**config.mk**
```make
export PLATFORM = sky130hd
export DESIGN_NAME = operand_stack_flat
export DESIGN_NICKNAME = d
export VERILOG_FILES = /design/src/rtl/operand_stack_if.sv /design/src/rtl/operand_stack.sv /design/src/flat_wrapper.sv
export SDC_FILE = /design/constraint.sdc
export NUM_CORES = 1
export LEC_CHECK = 0
export CAP_MARGIN = 5
export CORE_MARGIN = 4
export CORE_UTILIZATION = 40
export DETAILED_ROUTE_END_ITERATION = 7
export PLACE_DENSITY = 0.64
export SLEW_MARGIN = 15
export SYNTH_ARGS = -nofsm -noshare
export SYNTH_HDL_FRONTEND = slang
export SYNTH_SLANG_ARGS = --single-unit
```
**constraint.sdc**
```tcl
create_clock -name clk -period 7.71 [get_ports clk]
set_clock_uncertainty 0.05 [all_clocks]
set_input_delay 1.1565 -clock clk [delete_from_list [all_inputs] [get_ports clk]]
set_output_delay 1.1565 -clock clk [all_outputs]
set_load 0.01 [all_outputs]
```
**src/rtl/operand_stack_if.sv**
```systemverilog
// Command and status bundle between the tinycpu control unit and the operand stack.
// The master issues push/pop/load commands; the slave returns the top entries and flags.
interface operand_stack_if #(
    parameter int WIDTH = 16,
    parameter int PW    = 4
);
    logic             push;
    logic             pop;
    logic             load;
    logic [WIDTH-1:0] d;
    logic             err_clr;
    logic [WIDTH-1:0] qtop;
    logic [WIDTH-1:0] qnext;
    logic [PW:0]      depth;
    logic             empty;
    logic             full;
    logic             err;

    modport master (
        output push, pop, load, d, err_clr,
        input  qtop, qnext, depth, empty, full, err
    );

    modport slave (
        input  push, pop, load, d, err_clr,
        output qtop, qnext, depth, empty, full, err
    );
endinterface

```
**src/rtl/operand_stack.sv**
```systemverilog
// Evaluation stack feeding the ALU: top entry drives operand a, next entry drives operand b.
// Rejected commands leave the state untouched and raise a sticky err flag.
module operand_stack #(
    parameter int WIDTH = 16,
    parameter int DEPTH = 16,
    parameter int PW    = 4
) (
    input logic            clk,
    input logic            reset,
    operand_stack_if.slave bus
);
    logic [WIDTH-1:0] mem [DEPTH];
    logic [PW:0]      sp;
    logic [PW:0]      sp_next;
    logic [PW-1:0]    top_idx;
    logic [PW-1:0]    next_idx;
    logic [PW-1:0]    wr_idx;
    logic             wr_en;
    logic             err_set;
    logic             err_q;
    logic             has_one;
    logic             has_two;
    logic             is_full;

    // Modular index math: at sp == DEPTH the low bits are 0, so top wraps to DEPTH-1.
    assign top_idx  = sp[PW-1:0] - PW'(1);
    assign next_idx = sp[PW-1:0] - PW'(2);
    assign has_one  = (sp != '0);
    assign has_two  = (sp >= (PW+1)'(2));
    assign is_full  = (sp == (PW+1)'(DEPTH));

    always_comb begin
        wr_en   = 1'b0;
        wr_idx  = top_idx;
        sp_next = sp;
        err_set = 1'b0;
        unique case ({bus.push, bus.pop, bus.load})
            3'b000: begin
            end
            3'b100: begin
                if (is_full) begin
                    err_set = 1'b1;
                end else begin
                    wr_en   = 1'b1;
                    wr_idx  = sp[PW-1:0];
                    sp_next = sp + (PW+1)'(1);
                end
            end
            3'b010: begin
                if (!has_one) err_set = 1'b1;
                else          sp_next = sp - (PW+1)'(1);
            end
            3'b001: begin
                if (!has_one) err_set = 1'b1;
                else          wr_en   = 1'b1;
            end
            3'b011: begin
                // Binary op: result overwrites operand b and operand a is dropped.
                if (!has_two) begin
                    err_set = 1'b1;
                end else begin
                    wr_en   = 1'b1;
                    wr_idx  = next_idx;
                    sp_next = sp - (PW+1)'(1);
                end
            end
            default: err_set = 1'b1;
        endcase
    end

    always_ff @(posedge clk or posedge reset) begin
        if (reset) begin
            sp    <= '0;
            err_q <= 1'b0;
            for (int i = 0; i < DEPTH; i++) begin
                mem[i] <= '0;
            end
        end else begin
            sp <= sp_next;
            if (wr_en) begin
                mem[wr_idx] <= bus.d;
            end
            if (err_set) begin
                err_q <= 1'b1;
            end else if (bus.err_clr) begin
                err_q <= 1'b0;
            end
        end
    end

    assign bus.qtop  = has_one ? mem[top_idx] : '0;
    assign bus.qnext = has_two ? mem[next_idx] : '0;
    assign bus.depth = sp;
    assign bus.empty = !has_one;
    assign bus.full  = is_full;
    assign bus.err   = err_q;
endmodule

```
**src/flat_wrapper.sv**
```systemverilog
// flat-port wrapper written by rule: the top's interface ports become plain ports
module operand_stack_flat 
#(
    parameter int WIDTH = 16,
    parameter int DEPTH = 16,
    parameter int PW    = 4
)
  (clk, reset, bus_push, bus_pop, bus_load, bus_d, bus_err_clr, bus_qtop, bus_qnext, bus_depth, bus_empty, bus_full, bus_err);
  operand_stack_if #(.WIDTH(WIDTH), .PW(PW)) bus_i ();
  input logic clk;
  input logic reset;
  input wire logic [$bits(bus_i.push)-1:0] bus_push;
  input wire logic [$bits(bus_i.pop)-1:0] bus_pop;
  input wire logic [$bits(bus_i.load)-1:0] bus_load;
  input wire logic [$bits(bus_i.d)-1:0] bus_d;
  input wire logic [$bits(bus_i.err_clr)-1:0] bus_err_clr;
  output wire logic [$bits(bus_i.qtop)-1:0] bus_qtop;
  output wire logic [$bits(bus_i.qnext)-1:0] bus_qnext;
  output wire logic [$bits(bus_i.depth)-1:0] bus_depth;
  output wire logic [$bits(bus_i.empty)-1:0] bus_empty;
  output wire logic [$bits(bus_i.full)-1:0] bus_full;
  output wire logic [$bits(bus_i.err)-1:0] bus_err;
  assign bus_i.push = bus_push;
  assign bus_i.pop = bus_pop;
  assign bus_i.load = bus_load;
  assign bus_i.d = bus_d;
  assign bus_i.err_clr = bus_err_clr;
  assign bus_qtop = bus_i.qtop;
  assign bus_qnext = bus_i.qnext;
  assign bus_depth = bus_i.depth;
  assign bus_empty = bus_i.empty;
  assign bus_full = bus_i.full;
  assign bus_err = bus_i.err;
  operand_stack #(.WIDTH(WIDTH), .DEPTH(DEPTH), .PW(PW)) u_core (.clk(clk), .reset(reset), .bus(bus_i));
endmodule
```
==> impl_metrics.toml, run 1 <==
[worst_setup_path]
critPathKind = "reg -> out"
ff2ff_path_depth = 9
cp_max_fo = 50
cp-end-kind = "primary output"
start_kind = "flip-flop"
cp.required_ns = 6.50
r2r-end = "u_core.mem[103]"
cp.arrival_ns = 4.75
cpMaxStageDelayCell = "dfrtp_4"
crit_path_max_incr_delay_ns = 0.89
crit_chain = "buf_4, buf_4, mux4_2, mux4_2, nor2b_1, clkdlybuf4s50_1"
reg2reg_from = "u_core.bus.depth[1]"
r2r_slack_ns = 3.04
critPathLaunch = "u_core.bus.depth[0]"
critical_path.endpoint = "bus_qnext[11]"

[sta]
post-route-period-util_pct = 77.3
hold_slack_ns = 0.458
final_max_slew_viol_count = 0
finalSetupTns_ns = 0
final-hold-violation-count = 0
finalCriticalPeriod_ns = 5.96
relSlewSlack_pct = 41.9
rsz0062_at_grt = "false"
worst_pin_slew_ns = 0.870
setup_slack_ns = 1.75
timing.fmax_ghz = 0.168
setup-violations-final = 0

[grt]
grt_max_degree = 62
track_usage_pct = 18.4
grt_pass1_wl_mm = 58.7
overflow = 0
grt_pass1_vias = 9308
antenna_found_initial = 0

[yosys]
yosys.area.top_type = "dfrtp_1"
yosys-top-cells-area = "dfrtp_1, mux4_2, mux2_2, mux2_4, a211oi_1"
syn_nets = 964
yosysUniqueCellTypes = 54
synth_cells = 933
netlist_area_sq_mm = 0.0149
synth_common_cells = "dfrtp_1, mux2_2, mux4_2"
ys.flop_type = "dfrtp_1"
yosysMostFrequentCell = "dfrtp_1"
yosysSeqAreaShare_pct = 43.9
ys_ff_latch = 262
synth_top_area_share_pct = 43.9
synth_edf_count = 0
async_flop_share_pct = 100
synth_area_per_cell_sq_um = 16.0
yosys_warnings = 0

[final_layout]
areaGrowthSynthToFinish_pct = 13.5
final_cell_area_sq_mm = 0.0170
drive_above_1_share_pct = 50.2
nets = 1001
n_antenna_cell = 0

[floorplanning]
placeableCoreArea_sq_mm = 0.0367
die_w_um = 201
die-area_sq_mm = 0.0405
core.rowCount = 70
initial_core_util_pct = 40.7
io_pins = 62
chipHeight_um = 201

[routing]
route.top_layer_used = "met4"
wl_met3_mm = 1.55
wl_met2_mm = 17.9
drtAntennaViolNets = 0
wl_met1_mm = 17.4
first_iter_violations = 569
firstDrtPassIters = 4
route.detailed.drc = 0
finalWirelength_mm = 37.4
wl_per_cell_um = 25.6
vias = 8783
vias_per_cell = 6.02

[run]
maxCapViolations = 0

[cts]
ctsLongestPathBuffers = 3
cts.sinks = 262
postCtsHoldBufs = 0
postCtsSetupRepairBufs = 0
numCtsBuffers = 30
clk_pin_slew_ns = 0.06
cts_tree = "built"
cts_resized = 0
cts-root-buf = "clkbuf_16"
clk_latency_ns = 0.55
h-tree-depth = 1

[status]
status = "complete, no violations"

[place]
io_buffers = 61
place_area_sq_mm = 0.0160
post-place-ws_ns = 2.26
place.gp.congestion = 0.755
dp_hpwl_mm = 22.6

[power]
powerDensity_mw_per_mm2 = 540
ir_drop_mv = 0.309
p_leak_nw = 7.32

[worst_hold_path]
worstHoldPathType = "reg -> reg"
[worst max-delay path: cells and delay by family, from the launching register on]
kind	cells	cell delay, ns
buf+inv	3	2.06
mux	2	1.06
flops	1	0.89
simple gates	1	0.16
[kinds of logic after synthesis]
| group | Yosys count | share of synthesized area, % |
|---|---|---|
| DFF | 262 | 43.9 |
| xor gates and xnor gates | 8 | 0.469 |
| muxes | 418 | 44.2 |
| adders and majority gates | 9 | 0.804 |
| AOI/OAI and AO/OA | 69 | 3.63 |
| buffers and inverters | 86 | 3.04 |
| and+or+nand+nor | 81 | 3.99 |
[where the power goes]
part           leakage [nW]  internal, mW  switching (mW)  total (mW)
sequential             3.31          2.01           0.597        2.61
clock                 0.496         0.884           0.556        1.44
combinational          3.51          2.98            2.14        5.12
[registers in the layout (all words and copies together), names as in the netlist]
| name | count |
|---|---|
| u_core.mem | 256 |
| u_core.bus.depth | 5 |
| u_core.bus.err | 1 |
[layout by cell type (no fill, tap or decap), drive strengths merged, types with 2 or more instances in the layout]
cell	netlist	layout
nor2	12	12
a21o	2	2
a211o	3	3
dfrtp	262	262
nor3	2	2
clkbuf	36	48
inv	8	7
a21oi	7	7
bufinv	0	2
mux4	144	144
xnor2	5	5
xor2	3	3
buf	42	22
clkinvlp	0	2
nand3	4	4
or3b	2	2
nand4	2	2
nand2	14	14
ha	8	8
o21ai	10	10
nand2b	4	4
o211ai	4	4
o211a	3	3
a211oi	35	35
mux2	257	257
nor3b	2	2
clkdlybuf4s50	0	61
mux2i	17	17
nor2b	33	33
clkinv	0	3
[metrics by stage]
step                      util [%]  total power, mW  cells
after floorplan                  -             6.07    933
after global placement        43.5             7.67   1406
after detailed placement      43.5             7.76   1406
after CTS                     46.2             9.25   1460
after global routing          46.2             9.70   1460
final                         46.2             9.17   1460
[layer usage]
layer / GRT usage (%) / up-vias
met3: 2.71 / 51
met4: 3.76 / 0
met1: 26.7 / 4805
li1: - / 3717
met2: 29.8 / 210
met5: 0 / -
[layout make-up]
class | instances | area (sq um)
multi-input cells | 585 | 8000
clock buffers | 48 | 930
fillers | 3164 | 19700
flip-flops and latches | 262 | 6560
inverters | 8 | 33.8
well taps | 468 | 586
repair buffers | 83 | 776
clock inverters | 6 | 82.6
[how the worst min path moves through the flow]
stage,start,end,slack [ns],cells past startpoint
4_1_cts,u_core.mem[38],u_core.mem[38],0.46,1
6_report,u_core.mem[97],u_core.mem[97],0.46,1
5_1_grt,u_core.mem[38],u_core.mem[38],0.48,1
2_1_floorplan,u_core.mem[101],u_core.mem[101],0.42,1
3_5_place_dp,u_core.mem[38],u_core.mem[38],0.45,1
3_3_place_gp,u_core.mem[38],u_core.mem[38],0.43,1
Note: power is estimated with default switching activity, not from simulation.
==> inputs of run 2 (changes only) <==
- clock period: 7.71 -> 5.1 ns (I/O delays scaled with it)
==> impl_metrics.toml, run 2 (synthesized netlist as in run 1, its figures left out) <==
[status]
status = "complete, no violations"

[worst_setup_path]
cp.arrival_ns = 3.62
cpMaxStageDelayCell = "dfrtp_1"
cp-end-kind = "primary output"
cp_max_fo = 11
crit_family = "buffers and inverters"
cp.required_ns = 4.28
critPathLaunch = "u_core.bus.depth[2]"
critPathBufInv = 3
critPathKind = "reg -> out"
reg2reg_from = "u_core.bus.depth[2]"
crit_chain = "inv_1, ha_1, xor2_4, buf_12, mux4_2, nor2b_1, clkdlybuf4s50_1"
crit_path_max_incr_delay_ns = 0.64
start_kind = "flip-flop"

[cts]
postCtsHoldBufs = 0
cts.sinks = 262
cts_resized = 0
ctsLongestPathBuffers = 3
cts-root-buf = "clkbuf_16"
clk_latency_ns = 0.53
cts_tree = "built"
h-tree-depth = 1
postCtsSetupRepairBufs = 0
clk_pin_slew_ns = 0.06
numCtsBuffers = 29

[sta]
hold_slack_ns = 0.458
post-route-period-util_pct = 87.0
finalCriticalPeriod_ns = 4.44
setup-violations-final = 0
final-hold-violation-count = 0
timing.fmax_ghz = 0.225
finalSetupTns_ns = 0
relSlewSlack_pct = 32.5
worst_pin_slew_ns = 1.01
rsz0062_at_grt = "false"
final_max_slew_viol_count = 0

[grt]
overflow = 0
grt_pass1_wl_mm = 58.0
grt_max_degree = 135
track_usage_pct = 18.2
antenna_found_initial = 0
grt_pass1_vias = 9408

[final_layout]
largest_reg_flops = 256
n_antenna_cell = 0
layout_common_cells = "dfrtp_1, mux2_2, mux4_2"
drive_above_1_share_pct = 50.7
multi_input_area_sq_mm = 0.00800
top_register = "u_core.mem"
instances_no_fill = 1466
final_common_cell = "dfrtp_1"
areaGrowthSynthToFinish_pct = 14.5
nets = 1007
regArea_sq_mm = 0.00656
fill_cells = 3147

[routing]
first_iter_violations = 577
firstDrtPassIters = 4
wl_per_cell_um = 25.4
vias = 8786
vias_per_cell = 5.99
route.detailed.drc = 0
finalWirelength_mm = 37.3
drtAntennaViolNets = 0

[worst_hold_path]
worstHoldPathType = "reg -> reg"
hp-start = "u_core.mem[37]"

[floorplanning]
placeableCoreArea_sq_mm = 0.0367
io_pins = 62
initial_core_util_pct = 40.7
die-area_sq_mm = 0.0405
chipHeight_um = 201
die_w_um = 201
core.rowCount = 70

[place]
io_buffers = 61
place.gp.congestion = 0.765
dp_cells = 1413
dp_hpwl_mm = 22.2

[run]
maxCapViolations = 0

[power]
powerDensity_mw_per_mm2 = 816
ir_drop_mv = 0.421
p_leak_nw = 7.38
==> run 2: worst reg2reg max path, cell delays in order (launching register included) <==
cell     delay, ns
dfrtp_1       0.64
inv_1         0.15
ha_1          0.92
buf_4         0.36
a211o_1       0.15
o211a_1       0.23
nand3_1       0.16
nor2_2        0.36
buf_4         0.39
mux2_2        0.39
==> run 2: final cells by class <==
type                            count  area share, %
Multi-Input combinational cell    585           46.8
Sequential cell                   262           38.4
Timing Repair Buffer               90           5.72
Clock buffer                       38           4.61
Tap cell                          468           3.42
Clock inverter                     15          0.950
Inverter                            8          0.197
==> run 2: through the flow <==
stage / cell area [sq um] / setup slack (ns) / util [%] / power, mW
2_1_floorplan: 15000 / 0.532 / - / 9.18
3_3_place_gp: 16200 / 1.18 / 44.0 / 11.9
3_5_place_dp: 16200 / 1.20 / 44.0 / 12.0
4_1_cts: 17100 / 0.616 / 46.6 / 14.1
5_1_grt: 17100 / 0.403 / 46.6 / 14.8
6_report: 17100 / 0.663 / 46.6 / 14.0
==> run 2: worst paths after layout <==
kind	to	slack [ns]	cells after the start
setup / recovery	bus_qnext[9]	0.66	7
hold / removal	u_core.mem[37]	0.46	1
setup reg to reg	u_core.mem[248]	1.18	9
hold reg to reg	u_core.mem[37]	0.46	1
max in group asynchronous	u_core.bus.depth[1]	3.19	3
min in group asynchronous	u_core.mem[23]	0.74	2
==> run 2: metal layers <==
layer	global-route usage (%)	vias to the layer above	routed length [um]
li1	-	3731	-
met1	25.3	4790	16500
met2	30.4	216	18200
met3	3.00	49	1740
met4	4.37	0	769
met5	0	-	0
==> run 2: where the power goes <==
part	leakage [nW]	internal [mW]	switching, mW
clock network	0.469	1.24	0.861
registers	3.31	3.05	0.748
logic	3.60	4.68	3.39
total	7.38	8.97	5.00
